--- config.mk ---
export PLATFORM = sky130hd
export DESIGN_NAME = mmio_timer_responder
export DESIGN_NICKNAME = d
export VERILOG_FILES = /design/src/rtl/mmio_timer_responder.sv
export SDC_FILE = /design/constraint.sdc
export NUM_CORES = 1
export LEC_CHECK = 0
export CORE_MARGIN = 3
export CORE_UTILIZATION = 30
export CTS_CLUSTER_SIZE = 14
export DETAILED_ROUTE_END_ITERATION = 8
export PLACE_DENSITY = 0.59
export SYNTH_ARGS = -nofsm -noshare
export SYNTH_HDL_FRONTEND = slang
export SYNTH_SLANG_ARGS = --single-unit
export TNS_END_PERCENT = 30
--- constraint.sdc ---
create_clock -name clk -period 3 [get_ports clk]
set_input_delay 0.6 -clock clk [delete_from_list [all_inputs] [get_ports clk]]
set_output_delay 0.6 -clock clk [all_outputs]
set_load 0.05 [all_outputs]
--- src/rtl/mmio_timer_responder.sv ---
// Memory-mapped countdown timer on the M-stage word load/store bus.
// Registers: CTRL (EN/MODE/IM), PRESET, COUNT (read-only); irq on expiry.
module mmio_timer_responder #(
  parameter logic [31:0] BASE_ADDR = 32'h0000_7F00
) (
  input  logic        clk,
  input  logic        reset,
  input  logic [31:0] addr,
  input  logic        we,
  input  logic [31:0] wdata,
  output logic [31:0] rdata,
  output logic        irq
);

  // state     | meaning
  // ST_IDLE   | stopped, waiting for CTRL.EN
  // ST_LOAD   | copy PRESET into COUNT
  // ST_CNT    | decrement COUNT towards zero
  // ST_INT    | expiry: one-shot stops / auto-reload restarts
  typedef enum logic [1:0] {
    ST_IDLE = 2'd0,
    ST_LOAD = 2'd1,
    ST_CNT  = 2'd2,
    ST_INT  = 2'd3
  } state_t;

  state_t      state;
  state_t      state_nxt;
  logic [3:0]  ctrl;
  logic [31:0] preset;
  logic [31:0] count;
  logic        irq_pending;

  logic        hit;
  logic        ctrl_wr;
  logic        preset_wr;
  logic        en;
  logic [1:0]  mode;
  logic        im;
  logic        reload_mode;
  logic        one_shot_expiry;
  logic        unused_bits;

  assign en   = ctrl[0];
  assign mode = ctrl[2:1];
  assign im   = ctrl[3];

  // Only mode 1 auto-reloads; modes 0, 2 and 3 all act as one-shot.
  assign reload_mode     = (mode == 2'd1);
  assign one_shot_expiry = (state == ST_INT) && !reload_mode;

  assign hit       = (addr[31:4] == BASE_ADDR[31:4]);
  assign ctrl_wr   = we && hit && (addr[3:2] == 2'd0);
  assign preset_wr = we && hit && (addr[3:2] == 2'd1);

  assign unused_bits = ^addr[1:0];

  always_comb begin
    rdata = 32'h0;
    if (hit) begin
      case (addr[3:2])
        2'd0:    rdata = {28'h0, ctrl};
        2'd1:    rdata = preset;
        2'd2:    rdata = count;
        default: rdata = 32'h0;
      endcase
    end
  end

  always_comb begin
    state_nxt = state;
    case (state)
      ST_IDLE: if (en) state_nxt = ST_LOAD;
      ST_LOAD: state_nxt = en ? ST_CNT : ST_IDLE;
      ST_CNT: begin
        if (!en)
          state_nxt = ST_IDLE;
        else if (count == 32'h0)
          state_nxt = ST_INT;
      end
      ST_INT:  state_nxt = (reload_mode && en) ? ST_LOAD : ST_IDLE;
      default: state_nxt = ST_IDLE;
    endcase
  end

  always_ff @(posedge clk) begin
    if (reset) begin
      state       <= ST_IDLE;
      ctrl        <= 4'h0;
      preset      <= 32'h0;
      count       <= 32'h0;
      irq_pending <= 1'b0;
    end else begin
      state <= state_nxt;

      if (state == ST_LOAD)
        count <= preset;
      else if ((state == ST_CNT) && en && (count != 32'h0))
        count <= count - 32'd1;

      // A CPU write to CTRL overrides the FSM clearing EN in the same cycle.
      if (ctrl_wr)
        ctrl <= wdata[3:0];
      else if (one_shot_expiry)
        ctrl[0] <= 1'b0;

      if (preset_wr)
        preset <= wdata;

      // Setting on expiry beats a simultaneous clearing CTRL write.
      if (one_shot_expiry)
        irq_pending <= 1'b1;
      else if (ctrl_wr)
        irq_pending <= 1'b0;
    end
  end

  assign irq = im && (irq_pending || (state == ST_INT));

endmodule
==> run metrics <==
routed len/inst about 16 um; crit-path cells clkbuf_2 > or4b_4 > or4_4 > buf_6 > clkbuf_16 > nor2_4 > buf_12; power per cell area roughly 360 mW/mm^2; worst slew pin tran 0.793 ns; critical path type input pin to output port; RSZ-0062 raised after global routing yes; gpl congestion around 0.84; setup violators final 0; Setup Skew 0.00568 ns; cells after synthesis between 500 and 600; Die ar. 0.0145 mm^2; clock sink count 71; FF+latch count, synth 71; fmax between 0.3 and 0.4 GHz; Main synth FF type dfxtp_1; vias in the first global route 4157; FP Rows 41; Total GRT Usage 17.3%; antenna viol nets, final 0; CP Capture Type output port; CTS Buffer Depth 2; core area between 0.01 and 0.015 mm^2; outcome complete, no violations; Worst VDD drop 0.225 mV; fin crit share ~100%; Startpoint Class input pin; layout net count 689; Tmin final around 3 ns; Num CTS Buffers 9; Tot Pwr 2200 uW; Avg Cell Area, Syn 7.41 um^2; Die W 120 um; TritonCTS clock tree yes; Fillers 1206; Clock Latency Late Sink around 0.33 ns; GR Overflow Total 0; PortBufs 97; H-tree depth 3; sequential area share after synthesis between 30% and 40%; DR pass1 iterations 5; synth warn 0; max-cap viol count 0; max-slew violation count 0; min-delay worst type flop to flop; initial core utilization between 30% and 40%; Synth-to-Final Area Change 57.4%; Crit-path slowest cell or4_4; CP Max Fanout 5; fin cells 798; drt first-iter violations 205; I/O pins 100; fin area 0.00616 mm^2; max_slew headroom 47.2%; final hold vios 0; clock-pin slew on the worst setup and hold paths 0.05 ns; setup TNS 0 ns; largest net degree at the start of global routing 35; initial antenna violation count 0; post-synthesis instance area approximately 0.0039 mm^2; Pleak 0.00209 uW; Synth async-reset ratio 0%; top cell type's share of synthesized area 36.3%; routed vias 4210; Yosys cell types 57; placed insts 773; Post-synth EDFFs 0; Critical Path AT 2.39 ns; first-pass GRT wire length 20500 um; layout cell share with drive strength beyond 1 21.1%; Hold WS 0.471 ns; vias per cell 5.28; CTS Hold Bufs 0; Yosys top cell by area dfxtp_1; ant diodes 0; CP max stage delay 0.61 ns; DRC violations left 0; Synth area leaders dfxtp_1 36%, nand2_1 8.9%, a21oi_1 6.9%; Mapped Nets 596; CTS Root Cell clkbuf_16; CP Data Required Time 2.40 ns; die height between 100 and 150 um; final wirelength approximately 13000 um; cell area after placement 0.00555 mm^2; dpl hpwl approximately 8600 um
## metal layers
metal / track usage (%) / up-vias / part of all wire (%)
li1: - / 2082 / -
met1: 22.1 / 2012 / 45
met2: 29.6 / 103 / 49
met3: 4.26 / 13 / 4.4
met4: 3.75 / 0 / 1.4
met5: 0 / - / 0
## critical path, delay by kind of cell
kind	cells	cell delay, ns
and+or+nand+nor	3	1.24
buffers and inverters	4	0.54
## where the power goes
group | total (uW) | switching, uW | internal (uW) | leakage (uW)
registers | 945 | 0.820 | 944 | 0.000572
logic | 148 | 63.2 | 84.4 | 0.00137
clock network | 1110 | 397 | 709 | 0.000156
total | 2200 | 461 | 1740 | 0.00209
## per-stage QoR
step	util, %	worst slack, ns
2_1_floorplan	-	-0.129
3_3_place_gp	43.8	-0.417
3_5_place_dp	43.8	-0.427
4_1_cts	47.5	-0.0184
5_1_grt	48.6	-0.0240
6_report	48.6	0.00677
## state kept, by name, summed over array words and instances, names as in the netlist
signal       count
state            2
preset          32
ctrl             4
count           32
irq_pending      1
## synthesized netlist by cell type, types with 3 or more instances
| cell type | n |
|---|---|
| nand2_1 | 93 |
| dfxtp_1 | 71 |
| nor2_1 | 62 |
| a21oi_1 | 54 |
| clkbuf_1 | 36 |
| a22oi_1 | 29 |
| nand3_1 | 19 |
| a31oi_1 | 13 |
| nor4_1 | 13 |
| xnor2_1 | 12 |
| a211oi_1 | 10 |
| nor3_1 | 10 |
| buf_2 | 9 |
| mux2i_1 | 7 |
| or3_1 | 7 |
| nor2b_1 | 6 |
| a32oi_1 | 5 |
| or4_1 | 5 |
| inv_1 | 4 |
| and3_1 | 3 |
| and4_1 | 3 |
| nand2b_1 | 3 |
| nand3b_1 | 3 |
| nand4_1 | 3 |
| nor3b_1 | 3 |
| or2_1 | 3 |
| xor2_1 | 3 |
## cell families after synthesis
| kind of cell | synth area share [%] |
|---|---|
| and+or+nand+nor | 31.1 |
| DFF | 36.3 |
| xor gates and xnor gates | 3.36 |
| AOI/OAI and AO/OA | 21.8 |
| buffers and inverters | 5.31 |
| adders and majority gates | 0.320 |
| muxes | 1.79 |
## what timing repair did
action | CTS | global route
setup endpoints to repair | 32 | 31
buffers inserted | 0 | 6
gates cloned | 2 | 1
pin swaps | 8 | 29
endpoints found under the hold margin | 0 | 0
resized for setup | 52 | 28
## placed cells by master (no fill, tap or decap), drive strengths merged, types with 3 or more instances in the layout
cell	instances
nor3	12
a22oi	29
a31oi	13
nand3b	3
nor4	15
a211oi	10
xor2	3
dfxtp	71
inv	4
xnor2	12
nand2b	3
nor2b	6
mux2i	7
nand3	19
dlygate4sd2	14
nand2	93
clkbuf	19
nor4b	3
clkdlybuf4s50	41
nor3b	3
o21ai	3
a21oi	54
nor2	63
and4	3
a32oi	5
or2	4
and3	3
buf	65
or4	5
or3	7
nand4	3
## path summary, 6_finish.rpt
path / start / endpoint / slack (ns) / cells past startpoint
setup / recovery: addr[4] / rdata[1] / 0.007 / 7
hold / removal: irq_pending / irq_pending / 0.47 / 2
setup reg to reg: count[7] / count[1] / 0.51 / 6
hold reg to reg: irq_pending / irq_pending / 0.47 / 2
## cell type report
type | instances | area (um^2) | area share [%]
clock inverter | 3 | 40.0 | 0.650
inverter | 4 | 15.0 | 0.244
timing repair buffer | 130 | 1660 | 26.9
sequential | 71 | 1420 | 23.1
tap | 172 | 215 | 3.49
clock buffer | 13 | 270 | 4.39
multi-input combinational | 405 | 2540 | 41.3
Note: power is estimated with default switching activity, not from simulation.
